## config.mk

```make
export PLATFORM = sky130hd
export DESIGN_NAME = io_uart_tx_port_flat
export DESIGN_NICKNAME = d
export VERILOG_FILES = /design/src/rtl/io_uart_pkg.sv /design/src/rtl/io_uart_tx_port_if.sv /design/src/rtl/uart_tx_fifo.sv /design/src/rtl/io_uart_tx_port.sv /design/src/flat_wrapper.sv
export SDC_FILE = /design/constraint.sdc
export NUM_CORES = 1
export LEC_CHECK = 0
export BUFFER_PORTS_ARGS = -buffer_cell sky130_fd_sc_hd__buf_4
export CAP_MARGIN = 20
export CORE_ASPECT_RATIO = 0.9
export CORE_MARGIN = 1
export CORE_UTILIZATION = 45
export DETAILED_ROUTE_END_ITERATION = 16
export PLACE_DENSITY = 0.76
export SLEW_MARGIN = 20
export SYNTH_ARGS = -nofsm -noshare
export SYNTH_HDL_FRONTEND = slang
export SYNTH_SLANG_ARGS = --single-unit
```

## constraint.sdc

```tcl
create_clock -name clk -period 2.4 [get_ports clk]
set_input_delay 0.48 -clock clk [delete_from_list [all_inputs] [get_ports clk]]
set_output_delay 0.48 -clock clk [all_outputs]
set_load 0.02 [all_outputs]
```

## src/rtl/io_uart_pkg.sv

```systemverilog
// Shared types and register-map constants for the memory-mapped UART transmitter.
package io_uart_pkg;

  typedef enum logic [1:0] {
    IDLE,
    START,
    DATA,
    STOP
  } tx_state_e;

  localparam logic [31:0] TXDATA_OFFSET = 32'd0;
  localparam logic [31:0] STATUS_OFFSET = 32'd4;

  localparam int unsigned STAT_BUSY_BIT  = 0;
  localparam int unsigned STAT_FULL_BIT  = 1;
  localparam int unsigned STAT_OVF_BIT   = 2;
  localparam int unsigned STAT_COUNT_LSB = 3;
  localparam int unsigned STAT_COUNT_MSB = 5;

endpackage

```

## src/rtl/io_uart_tx_port_if.sv

```systemverilog
// Processor I/O data-bus bundle seen by the UART transmitter.
interface io_uart_tx_port_if;

  logic [31:0] address;
  logic        MemWrite;
  logic        MemRead;
  logic [31:0] io_memory_write;
  logic [31:0] io_memory_read;
  logic        valid_io_read;

  modport master (
    output address, MemWrite, MemRead, io_memory_write,
    input  io_memory_read, valid_io_read
  );

  modport slave (
    input  address, MemWrite, MemRead, io_memory_write,
    output io_memory_read, valid_io_read
  );

endinterface

```

## src/rtl/uart_tx_fifo.sv

```systemverilog
// Small synchronous FIFO; push is ignored when full, pop is ignored when empty.
module uart_tx_fifo #(
  parameter int unsigned DEPTH = 4,
  parameter int unsigned WIDTH = 8
) (
  input  logic                           clk,
  input  logic                           rst_n,
  input  logic                           push,
  input  logic                           pop,
  input  logic [WIDTH-1:0]               din,
  output logic [WIDTH-1:0]               dout,
  output logic [$clog2(DEPTH+1)-1:0]     count,
  output logic                           full,
  output logic                           empty
);

  localparam int unsigned PW = (DEPTH > 1) ? $clog2(DEPTH) : 1;
  localparam int unsigned CW = $clog2(DEPTH + 1);

  logic [WIDTH-1:0] mem [DEPTH];
  logic [PW-1:0]    wr_ptr;
  logic [PW-1:0]    rd_ptr;
  logic             do_push;
  logic             do_pop;

  assign full    = (count == CW'(DEPTH));
  assign empty   = (count == '0);
  assign do_push = push && !full;
  assign do_pop  = pop && !empty;
  assign dout    = mem[rd_ptr];

  always_ff @(posedge clk) begin
    if (do_push) mem[wr_ptr] <= din;
  end

  always_ff @(posedge clk or negedge rst_n) begin
    if (!rst_n) begin
      wr_ptr <= '0;
      rd_ptr <= '0;
      count  <= '0;
    end else begin
      if (do_push) wr_ptr <= (wr_ptr == PW'(DEPTH - 1)) ? '0 : wr_ptr + PW'(1);
      if (do_pop)  rd_ptr <= (rd_ptr == PW'(DEPTH - 1)) ? '0 : rd_ptr + PW'(1);
      case ({do_push, do_pop})
        2'b10:   count <= count + CW'(1);
        2'b01:   count <= count - CW'(1);
        default: count <= count;
      endcase
    end
  end

endmodule

```

## src/rtl/io_uart_tx_port.sv

```systemverilog
// Memory-mapped UART transmitter: bus decode, status register, baud timing and frame FSM.
module io_uart_tx_port
  import io_uart_pkg::*;
#(
  parameter int unsigned INPUT_CLOCK_RATE = 33_333_333,
  parameter int unsigned BAUD_RATE        = 19_200,
  parameter logic [31:0] BASE_ADDRESS     = 32'h00007f30,
  parameter int unsigned FIFO_DEPTH       = 4
) (
  input  logic              clk,
  input  logic              rst_n,
  io_uart_tx_port_if.slave  bus,
  output logic              tx_out,
  output logic              tx_busy
);

  localparam int unsigned DIV = INPUT_CLOCK_RATE / BAUD_RATE;
  localparam int unsigned BW  = (DIV > 1) ? $clog2(DIV) : 1;
  localparam int unsigned CW  = $clog2(FIFO_DEPTH + 1);
  localparam logic [BW-1:0] BAUD_LAST = BW'(DIV - 1);

  logic          wr_tx, wr_st, rd_tx, rd_st;
  logic          fifo_full, fifo_empty, pop, push_ok;
  logic [7:0]    fifo_dout;
  logic [CW-1:0] fifo_count;
  logic          overflow;
  logic [31:0]   status_word;
  logic          unused_wdata_hi;

  tx_state_e     state_q, state_d;
  logic [BW-1:0] baud_q, baud_d;
  logic [2:0]    bit_idx_q, bit_idx_d;
  logic [7:0]    shift_q, shift_d;
  logic          tx_d, busy_d, baud_end;

  assign wr_tx   = bus.MemWrite && (bus.address == BASE_ADDRESS + TXDATA_OFFSET);
  assign wr_st   = bus.MemWrite && (bus.address == BASE_ADDRESS + STATUS_OFFSET);
  assign rd_tx   = bus.MemRead  && (bus.address == BASE_ADDRESS + TXDATA_OFFSET);
  assign rd_st   = bus.MemRead  && (bus.address == BASE_ADDRESS + STATUS_OFFSET);
  assign push_ok = wr_tx && !fifo_full;
  assign unused_wdata_hi = ^bus.io_memory_write[31:8];

  uart_tx_fifo #(
    .DEPTH (FIFO_DEPTH),
    .WIDTH (8)
  ) u_fifo (
    .clk   (clk),
    .rst_n (rst_n),
    .push  (wr_tx),
    .pop   (pop),
    .din   (bus.io_memory_write[7:0]),
    .dout  (fifo_dout),
    .count (fifo_count),
    .full  (fifo_full),
    .empty (fifo_empty)
  );

  always_comb begin
    status_word                                = '0;
    status_word[STAT_BUSY_BIT]                 = tx_busy;
    status_word[STAT_FULL_BIT]                 = fifo_full;
    status_word[STAT_OVF_BIT]                  = overflow;
    status_word[STAT_COUNT_MSB:STAT_COUNT_LSB] = 3'(fifo_count);
  end

  // Read data is sampled from pre-edge registers, so a same-cycle write is not visible.
  always_ff @(posedge clk or negedge rst_n) begin
    if (!rst_n) begin
      bus.valid_io_read  <= 1'b0;
      bus.io_memory_read <= '0;
      overflow           <= 1'b0;
    end else begin
      bus.valid_io_read  <= rd_tx || rd_st;
      bus.io_memory_read <= rd_st ? status_word : '0;
      if (wr_st)                      overflow <= 1'b0;
      else if (wr_tx && fifo_full)    overflow <= 1'b1;
    end
  end

  assign baud_end = (baud_q == BAUD_LAST);

  always_comb begin
    state_d   = state_q;
    baud_d    = baud_q;
    bit_idx_d = bit_idx_q;
    shift_d   = shift_q;
    pop       = 1'b0;
    case (state_q)
      IDLE: begin
        if (!fifo_empty) begin
          pop     = 1'b1;
          shift_d = fifo_dout;
          baud_d  = '0;
          state_d = START;
        end
      end
      START: begin
        if (baud_end) begin
          baud_d    = '0;
          bit_idx_d = '0;
          state_d   = DATA;
        end else begin
          baud_d = baud_q + BW'(1);
        end
      end
      DATA: begin
        if (baud_end) begin
          baud_d  = '0;
          shift_d = shift_q >> 1;
          if (bit_idx_q == 3'd7) state_d = STOP;
          else                   bit_idx_d = bit_idx_q + 3'd1;
        end else begin
          baud_d = baud_q + BW'(1);
        end
      end
      STOP: begin
        if (baud_end) begin
          baud_d = '0;
          if (!fifo_empty) begin
            pop     = 1'b1;
            shift_d = fifo_dout;
            state_d = START;
          end else begin
            state_d = IDLE;
          end
        end else begin
          baud_d = baud_q + BW'(1);
        end
      end
      default: state_d = IDLE;
    endcase

    case (state_d)
      START:   tx_d = 1'b0;
      DATA:    tx_d = shift_d[0];
      default: tx_d = 1'b1;
    endcase

    // Busy reflects the post-edge FIFO occupancy so it moves with the FSM and FIFO.
    busy_d = (state_d != IDLE) || push_ok || (fifo_count > CW'(pop));
  end

  always_ff @(posedge clk or negedge rst_n) begin
    if (!rst_n) begin
      state_q   <= IDLE;
      baud_q    <= '0;
      bit_idx_q <= '0;
      shift_q   <= '0;
      tx_out    <= 1'b1;
      tx_busy   <= 1'b0;
    end else begin
      state_q   <= state_d;
      baud_q    <= baud_d;
      bit_idx_q <= bit_idx_d;
      shift_q   <= shift_d;
      tx_out    <= tx_d;
      tx_busy   <= busy_d;
    end
  end

endmodule

```

## src/flat_wrapper.sv

```systemverilog
// flat-port wrapper written by rule: the top's interface ports become plain ports
module io_uart_tx_port_flat import io_uart_pkg::*;
#(
  parameter int unsigned INPUT_CLOCK_RATE = 33_333_333,
  parameter int unsigned BAUD_RATE        = 19_200,
  parameter logic [31:0] BASE_ADDRESS     = 32'h00007f30,
  parameter int unsigned FIFO_DEPTH       = 4
)
  (clk, rst_n, tx_out, tx_busy, bus_address, bus_MemWrite, bus_MemRead, bus_io_memory_write, bus_io_memory_read, bus_valid_io_read);
  io_uart_tx_port_if bus_i ();
  input  logic clk;
  input  logic rst_n;
  output logic tx_out;
  output logic tx_busy;
  input wire logic [$bits(bus_i.address)-1:0] bus_address;
  input wire logic [$bits(bus_i.MemWrite)-1:0] bus_MemWrite;
  input wire logic [$bits(bus_i.MemRead)-1:0] bus_MemRead;
  input wire logic [$bits(bus_i.io_memory_write)-1:0] bus_io_memory_write;
  output wire logic [$bits(bus_i.io_memory_read)-1:0] bus_io_memory_read;
  output wire logic [$bits(bus_i.valid_io_read)-1:0] bus_valid_io_read;
  assign bus_i.address = bus_address;
  assign bus_i.MemWrite = bus_MemWrite;
  assign bus_i.MemRead = bus_MemRead;
  assign bus_i.io_memory_write = bus_io_memory_write;
  assign bus_io_memory_read = bus_i.io_memory_read;
  assign bus_valid_io_read = bus_i.valid_io_read;
  io_uart_tx_port #(.INPUT_CLOCK_RATE(INPUT_CLOCK_RATE), .BAUD_RATE(BAUD_RATE), .BASE_ADDRESS(BASE_ADDRESS), .FIFO_DEPTH(FIFO_DEPTH)) u_core (.clk(clk), .rst_n(rst_n), .bus(bus_i), .tx_out(tx_out), .tx_busy(tx_busy));
endmodule
```

After elaboration in Yosys (flattened, before gate mapping). Memory sizes are Yosys's and may differ from the RTL's. Index checks and enable logic that the tools add are counted.

Bits in writable memories: 32. Bits in registers: 67. ROM bits: 0. Output and inout bits: 35. Memories kept: 1. Latch bits: 0.

Memories: u_core.u_fifo.mem (words 4, width 8, rd ports 1, clocked after memory_dff 0, write ports 1, line uart_tx_fifo.sv:20) `logic [WIDTH-1:0] mem [DEPTH];`.

Reduce and logical (&&, ||, !) cells: 22. Divide/modulo/power cells: 0. Multipliers: 0. Equal/unequal tests: 19. Bitwise gates (word level): 0. Add/subtract/negate cells: 6. $lt $le $gt $ge: 1. Mux-type cells: 30. Shifts and indexed selects: 0.

Operators with widths (count): $eq 32x15->1 const B (2); $mux 8 (3); $pmux 8 s3 (1); $mux 11 (2); $pmux 11 s2 (1); $mux 2 (7); $eq 2x2->1 const B (6); $pmux 3 s2 (2); $add 11x1->11 const B (1); $eq 11x11->1 const B (1); $mux 3 (3); $pmux 2 s4 (1); $reduce_bool 2->1 (4); $logic_and 1x1->1 (7); $mux 1 (7); $add 3x1->3 const B (2); $eq 2x1->1 const B (3); $eq 3x3->1 const B (2); $mux 6 (1); $ne 2x1->1 const B (3); $add 2x1->2 const B (2); $ne 2x2->1 const B (2); $pmux 1 s2 (2); $reduce_and 4->1 (1); 9 further kinds (12).

Logic depth before layout (Yosys ltp). Gate-level depths: netlist of run 1.

Depth in word-level cells: 7. Gate-level depth with buffers: 11. Mapped depth without buffers: 11.

Hierarchy. From an unflattened synthesis of run 1, not the netlist that was laid out.

Cells, all modules: 325. Area total of the unflattened synthesis: 3901.2 µm².

Modules (own cells, without submodules): io_uart_tx_port (cells an instance 241, seq. area each 852.1 µm², area each 2290.9 µm², times used 1); uart_tx_fifo (cells an instance 84, seq. area each 1136.1 µm², area each 1610.3 µm², times used 1).

Worst setup path after synthesis of run 1. Ideal clock, no wire load.

Kind: input-to-reg. Start: input port bus_address[1]. End: register u_core.u_fifo.count[2]. Setup slack: -0.180 ns. Cell stages on the path: 11. Arrival time: 2.454 ns. Required time: 2.275 ns. Setup time: 0.125 ns. Path through: or4b_4 -> nor4_4 -> nand3_2 -> nor3_4 -> inv_1 -> ha_1 -> inv_1 -> fa_1 -> xor2_1 -> nor2_1 -> xor2_1.

Longest elaborated chain between the ends: 5. Elaborated cells on any way between the ends: 7. Classes of those cells: eq/ne: 3; mux: 1; reduce/logical: 3.

Ends and longest elaborated chain: start: declaration (line flat_wrapper.sv:15) `input wire logic [$bits(bus_i.address)-1:0] bus_address;`; $eq 32x15->1 * (line io_uart_tx_port.sv:36) `assign wr_tx = bus.MemWrite && (bus.address == BASE_ADDRESS + TXDATA_OFFSET);`; $logic_and 1x1->1 * (line io_uart_tx_port.sv:36); $logic_and 1x1->1 * (line uart_tx_fifo.sv:28) `assign do_push = push && !full;`; $eq 2x1->1 / $eq 2x2->1 (equally long branches) (line uart_tx_fifo.sv:44) `case ({do_push, do_pop})`; $pmux 3 s2 / $reduce_bool 2->1 (equally long branches); end signal: assignment (line uart_tx_fifo.sv:45) `2'b10: count <= count + CW'(1);`; end signal: assignment (line uart_tx_fifo.sv:46) `2'b01: count <= count - CW'(1);`; end signal: assignment (line uart_tx_fifo.sv:47) `default: count <= count;`; end: declaration (line uart_tx_fifo.sv:12) `output logic [$clog2(DEPTH+1)-1:0] count,`.

Mark *: on every way between the ends. The rest lies on a longest branch, timed or not. A chain may end at the register's enable or synchronous reset.

Worst setup path after layout of run 1.
Start: register u_core.baud_q[0]. End: register u_core.u_fifo.count[2].

Longest elaborated chain between the ends: 6. Elaborated cells on any way between the ends: 8. Classes of those cells: eq/ne: 3; mux: 3; reduce/logical: 2.

Ends and longest elaborated chain: start: declaration (line io_uart_tx_port.sv:31) `logic [BW-1:0] baud_q, baud_d;`; start signal: assignment (line io_uart_tx_port.sv:153) `baud_q <= baud_d;`; $eq 11x11->1 * (line io_uart_tx_port.sv:80) `assign baud_end = (baud_q == BAUD_LAST);`; $mux 1 * (line io_uart_tx_port.sv:117) `if (baud_end) begin`; $pmux 1 s2 * (line io_uart_tx_port.sv:88) `case (state_q)`; $logic_and 1x1->1 * (line uart_tx_fifo.sv:29) `assign do_pop = pop && !empty;`; via u_core.u_fifo.do_pop (line uart_tx_fifo.sv:24) `logic do_pop;`; $eq 2x1->1 / $eq 2x2->1 (equally long branches) (line uart_tx_fifo.sv:44); $pmux 3 s2 / $reduce_bool 2->1 (equally long branches).

Mark *: on every way through the listed nets, which the timed path passes. The rest lies on a longest branch.

==> results of run 1 <==
==> power groups by stage <==
stage               Sequential [mW]  Combinational [mW]  Clock [mW]
CTS                            1.44               0.226        1.04
global route                   1.45               0.250        1.09
floorplan                      1.45               0.155           0
detailed placement             1.46               0.227           0
global placement               1.46               0.214           0
finish                         1.44               0.224        1.03
==> registers in the layout, indices dropped and copies added, names as in the netlist <==
register and flops:
u_core.bus.io_memory_read 6, u_core.shift_q 8, u_core.u_fifo.wr_ptr 2, u_core.state_q 2, u_core.overflow 1, u_core.bit_idx_q 3
u_core.u_fifo.count 3, u_core.u_fifo.rd_ptr 2, u_core.baud_q 11, u_core.bus.valid_io_read 1, u_core.tx_out 1, u_core.tx_busy 1
u_core.u_fifo.mem 32
==> final timing paths <==
check	start	endpoint	slack [ns]
worst max-delay path	u_core.baud_q[0]	u_core.u_fifo.count[2]	0.07
worst min register to register	u_core.baud_q[10]	u_core.baud_q[10]	0.49
worst max register to register	u_core.baud_q[0]	u_core.u_fifo.count[2]	0.07
max in group asynchronous	rst_n	u_core.tx_out	1.92
worst min-delay path	rst_n	u_core.baud_q[10]	0.1
min in group clk	bus_io_memory_write[2]	u_core.u_fifo.mem[3][2]	0.31
==> placed cells by master, fill, tap and decap left out, types with 2 or more instances in the layout <==
master and count:
clkinv_4 2, inv_8 2, a31oi_1 5, and2_2 5, clkbuf_8 9, nand4_1 2
nor3_2 2, inv_1 10, and2_1 2, a22o_1 5, o31ai_1 3, a31o_2 2
dfrtp_1 40, mux2_2 5, nor4_1 3, o21ai_0 20, nor3_1 5, xnor2_1 2
and4_1 2, nand4b_1 2, conb_1 26, nand3_1 4, nand2_1 31, mux4_2 8
buf_4 69, o22ai_1 7, a22oi_1 6, nor2_1 30, edfxtp_1 32, and3_1 9
ha_1 14, xor2_1 3
==> area by class of cell <==
type	count	share of cell area (%)
flip-flops and latches	73	43.7
repair buffers	69	11.4
clock buffers	9	2.72
clock inverters	7	1.90
multi-input cells	230	36.2
inverters	11	0.908
well taps	115	3.16
==> worst max-delay path, cell delays in order, from the launching register on <==
cell,delay [ns]
dfrtp_1,0.42
ha_1,0.18
and4bb_2,0.28
a41oi_4,0.14
nor3_2,0.17
ha_2,0.22
inv_2,0.04
fa_1,0.38
xor2_1,0.16
nor2_1,0.12
xor2_1,0.15
==> cells by family after synthesis <==
| kind of cell | share of synthesized area, % |
|---|---|
| and+or+nand+nor | 15.4 |
| DFF | 51.7 |
| AOI/OAI and AO/OA | 11.7 |
| buffers and inverters | 8.16 |
| adders and majority gates | 5.40 |
| muxes | 6.41 |
| xor gates and xnor gates | 1.14 |
| other | 0.0975 |
==> through the flow <==
step	hold WS, ns	utilization (%)	TNS (ns)	cells
finish	0.0989	55.6	0	514
global route	0.129	55.6	0	514
CTS	0.114	55.5	0	513
detailed placement	0.482	52.8	-3.89	497
global placement	0.460	52.8	-3.15	497
floorplan	0.184	-	-0.312	356
==> routing by layer <==
layer	track usage, %	share of wire, %	up-vias
met5	0	0	-
met4	5.88	1.3	0
met3	4.74	4.5	10
met2	28.6	50	92
met1	21.8	44	1292
li1	-	-	1278
==> repair_timing <==
action                                  in CTS  in global routing
buffers inserted                             0                  1
hold endpoints to repair                     0                  0
endpoints found under the setup margin       1                  1
pin swaps                                    0                  3
gates cloned                                 0                  0
gates resized for setup                      1                  0
==> impl_metrics.ini, run 1 <==
[global_route]
antenna_found_initial = 0
grt_max_degree = 42
grt_usage_pct = 17.3
grt_pass1_vias = 2618
grt_pass1_wl_um = 12100
grt.overflow.total = 0

[finish]
multi_input_area_um2 = 1650
area_growth_pct = 18.2
fin_nets = 478
regArea_um2 = 1990
design_area_um2 = 4550
drive_gt1_share_pct = 30.3
fillers = 699
n_antenna_cell = 0

[min_path]
holdCritPathClass = in -> async

[synthesis]
ys_seq_area_share_pct = 51.7
syn-cell-area_um2 = 3850
syn_inst = 331
synth_edf_count = 32
synth_top_area_share_pct = 26.0
syn_avg_cell_area_um2 = 11.6
synth-seq-cells = 73
synthDistinctLibCells = 59
synth_area_leaders = dfrtp_1, edfxtp_1, buf_4
ys_warn_count = 0
ys.flop_type = dfrtp_1
synth_top_cell_by_area = dfrtp_1
synth-async-reset-ratio_pct = 56.2
yosysMostFrequentCell = dfrtp_1
synth_common_cells = dfrtp_1, edfxtp_1, nand2_1

[sta]
post-route-min-period_ns = 2.33
worst_slew_pin_slew_ns = 0.538
maxSlewViolCount = 0
worst_slack_ns = 0.0732
max-slew-margin-rel_pct = 64.1
min_period_over_period_pct = 97.0
setup_viol = 0
hold_viol = 0
fmax_ghz = 0.430
skew_ns = 0.0131
grt_setup_unrepaired = no

[pwr]
swShare_pct = 26.2
p_seq_share_pct = 53.5
p_int_mw = 1.99
power_density_nw_per_um2 = 592
finalPower_mw = 2.69
p_comb_share_pct = 8.3
p_leak_nw = 1.94
clkPwrFrac_pct = 38.2
ir_drop_uv = 416
p_sw_mw = 0.705

[floorplan]
die_h_um = 89.7
placementRows = 31
initial_core_util_pct = 47.0
placeableCoreArea_um2 = 8180
die_w_um = 99.5
dieArea_um2 = 8920
io_pins = 103

[setup_path]
r2r_cells = 10
start_kind = register
crit_type = reg -> reg
arrival_ns = 2.61
path_max_fanout = 5
worstSetupEndpointType = register
critical_path_required_ns = 2.68

[drt]
antenna_left = 0
drc_errors = 0
first_pass_iters = 4
wirelength_um = 7310
wl_per_cell_um = 14.2
vias = 2672
drtIter0Drc = 181
drt-vias-per-instance = 5.20

[place]
pre_cts_ws_ns = -0.275
gp_congestion = 0.780
placed_area_um2 = 4320
portBuffers = 52
dp_hpwl_um = 5000

[job]
maxCapViolations = 0

[clocking]
clk_pin_slew_worst_paths_ns = 0.09
clock_path_buffers = 2
cts_hold_buf = 0
root_buffer = clkbuf_8
cts.htree.levels = 3
cts_made_buffers = 9
clkSinkCount = 73
cts_tree = done
insertion_delay_ns = 0.36

[run_status]
status = complete, no violations
(Power assumes the default switching activity.)
==> run 2, diff against run 1 <==
Settings changed: SYNTH_HIERARCHICAL set to 1.
==> run 2 against run 1 <==
Compared with the run above: non-clock buffer count rose by 8; power fell by 10%; sequential share of layout area fell by 1.9 points; largest cell class unchanged; largest power group unchanged; highest routed layer unchanged.
==> impl_metrics.ini, run 2 <==
[clocking]
insertion_delay_ns = 0.35
clk_pin_slew_worst_paths_ns = 0.09
cts_tree = done
cts_made_buffers = 9
cts.htree.levels = 3
root_buffer = clkbuf_8
clock_path_buffers = 2
clkSinkCount = 73

[setup_path]
arrival_ns = 2.55
path_max_fanout = 2
worstSetupEndpointType = register
critical_path_required_ns = 2.67
crit_buf_inv = 2
crit_type = reg -> reg
crit_family = simple AND/OR/NAND/NOR gates
start_kind = register
cpPeakStageDelay_ns = 0.37
path_cells = ha_2, and4bb_4, a41oi_4, nor3_2, nand2b_1, inv_2, ha_4, inv_2, fa_2, xor2_1, nor2_1, xor2_1
crit_slowest_cell = dfrtp_1

[synthesis]
synthMuxAreaShare_pct = 8.27
synthXorXnorAreaFrac_pct = 1.12
syn_inst = 325
synth-async-reset-ratio_pct = 56.2
ys.flop_type = dfrtp_1
synth_edf_count = 32
syn-cell-area_um2 = 3900
synth_area_leaders = dfrtp_1, edfxtp_1, buf_4
synth_top_cell_by_area = dfrtp_1
ys_warn_count = 6
synth_top_area_share_pct = 25.7
synth_common_cells = dfrtp_1, edfxtp_1, buf_4
ys_seq_area_share_pct = 51.0
yosysMostFrequentCell = dfrtp_1
synth-adder-area-share_pct = 5.00
synthDistinctLibCells = 59
synth_top_family_by_area = simple AND/OR/NAND/NOR gates
synth-seq-cells = 73
syn_avg_cell_area_um2 = 12.0
synth_compound_area_share_pct = 10.5
synthSimpleGateAreaFrac_pct = 16.3

[sta]
fmax_ghz = 0.439
min_period_over_period_pct = 94.9
maxSlewViolCount = 0
hold_viol = 0
worst_slew_pin_slew_ns = 0.570
post-route-min-period_ns = 2.28
whs_ns = 0.106
worst_slack_ns = 0.122
grt_setup_unrepaired = yes
setup_viol = 0
finalSetupTns_ns = 0
skew_ns = 0.0132
max-slew-margin-rel_pct = 62.0

[job]
maxCapViolations = 0

[min_path]
holdCritPathClass = in -> async

[global_route]
grt.overflow.total = 0
grt_usage_pct = 16.6
grt_pass1_vias = 2663
grt_pass1_wl_um = 12000
antenna_found_initial = 0
grt_max_degree = 42

[finish]
area_growth_pct = 22.0
stdcell_count = 520
n_antenna_cell = 0
design_area_um2 = 4760
biggestRegsByFlops = u_core/u_fifo/mem (32), u_core/baud_q (11), u_core/shift_q (8)
largest_register_ff_count = 32
layout_common_cells = buf_4, dfrtp_1, edfxtp_1, conb_1, nand2_1
final_common_cell = buf_4
drive_gt1_share_pct = 33.6
largest-register = u_core/u_fifo/mem
fin_nets = 483
fin_util_pct = 57.9

[floorplan]
initial_core_util_pct = 47.4
die_h_um = 90.3
io_pins = 103
dieArea_um2 = 9050
placementRows = 31
die_w_um = 100
placeableCoreArea_um2 = 8220

[drt]
drc_errors = 0
vias = 2686
first_pass_iters = 4
antenna_left = 0
wirelength_um = 7040
wl_per_cell_um = 13.5
drtIter0Drc = 167
drt-vias-per-instance = 5.17

[pwr]
finalPower_mw = 2.42
power_density_nw_per_um2 = 509
p_leak_nw = 2.11
ir_drop_uv = 419

[place]
placedCellCount = 503
portBuffers = 52
placed_area_um2 = 4540
dp_hpwl_um = 5240
gp_congestion = 0.814
pre_cts_ws_ns = -0.162

[run_status]
status = complete, no violations
[run 2: changes by cell type after synthesis, sizes merged, moves of 3 or more]
cell,delta
a22oi,-5
a31oi,+4
and2,+4
clkbuf,-3
inv,+4
mux2i,+8
nand2,-8
nor2,-12
o21ai,-3
o22ai,-6
o31ai,+8
[run 2: worst register-to-register path: cells and delay by family (launching register included)]
kind,cells,cell delay [ns]
buffers and inverters,2,0.11
and+or+nand+nor,4,0.70
xor gates and xnor gates,2,0.31
adders and majority gates,3,0.64
AOI/OAI and AO/OA,1,0.10
DFF,1,0.37
[run 2: routing by layer]
layer / share of wire, % / up-vias / routed length [um] / GRT usage [%]
met5: 0 / - / 0 / 0
met4: 0.91 / 0 / 64 / 4.35
met3: 4.5 / 5 / 319 / 3.72
met2: 50 / 85 / 3540 / 29.1
met1: 44 / 1300 / 3120 / 20.6
li1: - / 1296 / - / -
[run 2: worst paths after layout]
| path | start | endpoint | slack [ns] | depth (start not counted) |
|---|---|---|---|---|
| max | u_core/baud_q[1] | u_core/u_fifo/count[2] | 0.12 | 12 |
| min | rst_n | u_core/shift_q[4] | 0.11 | 1 |
| max in group asynchronous | rst_n | u_core/state_q[1] | 1.90 | 1 |
| min reg2reg | u_core/tx_busy | u_core/bus.io_memory_read[0] | 0.50 | 1 |
| max reg2reg | u_core/baud_q[1] | u_core/u_fifo/count[2] | 0.12 | 12 |
| min in group clk | bus_io_memory_write[2] | u_core/u_fifo/mem[1][2] | 0.33 | 1 |
[run 2: layout make-up]
cell class                      count  area, um^2
Sequential cell                    73        1990
Inverter                           15        56.3
Clock buffer                        9         124
Timing Repair Buffer               77         578
Clock inverter                      7        83.8
Fill cell                         677        3460
Multi-Input combinational cell    224        1780
Tap cell                          115         144
[run 2: kinds of logic (layout without fill, tap and decap cells)]
logic type	after synthesis	in the layout
adder cells (fa/ha/maj)	15	15
XOR/XNOR	5	5
flip-flops	73	73
AND/OR/NAND/NOR	100	100
other	1	26
buffers and inverters	53	108
AO/OA/AOI/OAI	57	57
multiplexers	21	21
[run 2: timing repair]
| item | 4_1_cts | 5_1_grt |
|---|---|---|
| resized for setup | 0 | 2 |
| hold endpoints to repair | 0 | 0 |
| endpoints found under the setup margin | 0 | 1 |
| buffers inserted | 0 | 1 |
| hold buffers | 0 | 0 |
[run 2: power breakdown]
group / switching, mW / leakage (nW) / internal [mW]
combinational: 0.0703 / 1.15 / 0.0484
sequential: 0.0000000855 / 0.855 / 1.30
clock: 0.499 / 0.103 / 0.500
==> run 3, diff against run 2 <==
Settings changed: CORE_ASPECT_RATIO 0.9 to 0.6.
==> run 3 against run 2 <==
Compared with the run above: worst hold slack improved by 0.014 ns; critical path depth is the same; power up 15%; routed wire length up 12%; clock skew fell by 0.0052 ns; worst setup slack got worse by 0.00086 ns; flip-flop and latch count stayed put; sequential power hardly changed; sequential share of layout area decreased by 0.91 points; count of clock-buffer cells in the layout did not move; via count is 1.7% higher; largest cell class unchanged.
==> impl_metrics.ini, run 3 (synthesis gave the netlist of run 2 again) <==
[finish]
design_area_um2 = 4860
biggestRegsByFlops = u_core/u_fifo/mem (32), u_core/baud_q (11), u_core/shift_q (8)
final_common_cell = buf_4
layout_common_cells = buf_4, dfrtp_1, edfxtp_1, conb_1, nand2_1
fillers = 653
largest_register_ff_count = 32
fin_nets = 485
stdcell_count = 515
n_antenna_cell = 0
drive_gt1_share_pct = 33.9
largest-register = u_core/u_fifo/mem
area_growth_pct = 24.7

[setup_path]
start_kind = register
crit_buf_inv = 2
crit_type = reg -> reg
path_cells = ha_2, and4bb_4, a41oi_4, nor3_2, nand2b_1, inv_2, ha_4, inv_2, fa_2, xor2_1, nor2_1, xor2_1
cpPeakStageDelay_ns = 0.36
crit_slowest_cell = dfrtp_1
path_max_fanout = 2
critical_path_required_ns = 2.66
worstSetupEndpointType = register
arrival_ns = 2.54
crit_family = simple AND/OR/NAND/NOR gates

[place]
portBuffers = 52
dp_hpwl_um = 5770
gp_congestion = 0.811
placedCellCount = 499
placed_area_um2 = 4560

[drt]
drt-vias-per-instance = 5.31
first_pass_iters = 4
wirelength_um = 7890
drc_errors = 0
wl_per_cell_um = 15.3
vias = 2733
antenna_left = 0
drtIter0Drc = 150

[min_path]
holdCritPathClass = in -> async

[sta]
setup_viol = 0
min_period_over_period_pct = 95.0
worst_slew_pin_slew_ns = 0.597
hold_viol = 0
whs_ns = 0.119
fmax_ghz = 0.439
finalSetupTns_ns = 0
max-slew-margin-rel_pct = 60.2
grt_setup_unrepaired = yes
maxSlewViolCount = 0
skew_ns = 0.00800
post-route-min-period_ns = 2.28

[floorplan]
io_pins = 103
placeableCoreArea_um2 = 8130
die_h_um = 74.1
placementRows = 25
die_w_um = 122
initial_core_util_pct = 48.0
dieArea_um2 = 9060

[clocking]
cts_hold_buf = 0
cts.htree.levels = 3
clock_path_buffers = 2
cts_resized = 0
root_buffer = clkbuf_16
insertion_delay_ns = 0.34
cts_tree = done
clk_pin_slew_worst_paths_ns = 0.06
cts_made_buffers = 9
post_cts_buffers = 0
clkSinkCount = 73

[run_status]
status = complete, no violations

[job]
maxCapViolations = 0

[global_route]
grt_pass1_wl_um = 13000
grt_usage_pct = 19.2
grt_pass1_vias = 2727
grt.overflow.total = 0
grt_max_degree = 42
antenna_found_initial = 0

[pwr]
finalPower_mw = 2.80
p_leak_nw = 2.17
power_density_nw_per_um2 = 575
ir_drop_uv = 570
[run 3: cell type report]
cell class                      count  area (um^2)  area share [%]
Tap cell                          108          135            2.78
Sequential cell                    73         1990            40.9
Clock buffer                        9          225            4.63
Timing Repair Buffer               79          593            12.2
Clock inverter                      7         82.6            1.70
Inverter                           15         56.3            1.16
Multi-Input combinational cell    224         1780            36.7
[run 3: final timing paths]
kind                                                     end  slack (ns)              startpoint  cells after the start
worst max register to register        u_core/u_fifo/count[2]        0.12        u_core/baud_q[1]                     12
worst min-delay path                     u_core/bit_idx_q[1]        0.12                   rst_n                      1
worst max-delay path                  u_core/u_fifo/count[2]        0.12        u_core/baud_q[1]                     12
max in group asynchronous                  u_core/state_q[0]        1.90                   rst_n                      1
min in group clk                     u_core/u_fifo/mem[1][6]        0.34  bus_io_memory_write[6]                      1
worst min register to register  u_core/bus.io_memory_read[0]        0.49          u_core/tx_busy                      1
[run 3: per-layer routing]
metal / up-vias / track usage, % / part of all wire (%)
met1: 1333 / 25.0 / 45
li1: 1299 / - / -
met2: 92 / 31.0 / 48
met5: - / 0 / 0
met3: 9 / 4.91 / 6.1
met4: 0 / 7.99 / 1.4
[run 3: where the power goes]
part / total, mW / switching [mW] / internal [mW]
Clock: 1.37 / 0.548 / 0.822
Combinational: 0.120 / 0.0718 / 0.0485
Sequential: 1.31 / 0.0000000925 / 1.31
Total: 2.80 / 0.619 / 2.18
[run 3: stage by stage]
step	util, %	worst slack (ns)
5_1_grt	59.8	-0.0478
2_1_floorplan	-	-0.0653
6_report	59.8	0.121
4_1_cts	59.8	0.0330
3_5_place_dp	56.0	-0.184
3_3_place_gp	56.0	-0.153
[run 3: worst reg2reg max path, stage by stage (launching register included)]
cell	delay (ns)
dfrtp_1	0.36
ha_2	0.19
and4bb_4	0.27
a41oi_4	0.11
nor3_2	0.20
nand2b_1	0.12
inv_2	0.08
ha_4	0.13
inv_2	0.03
fa_2	0.32
xor2_1	0.14
nor2_1	0.11
xor2_1	0.15
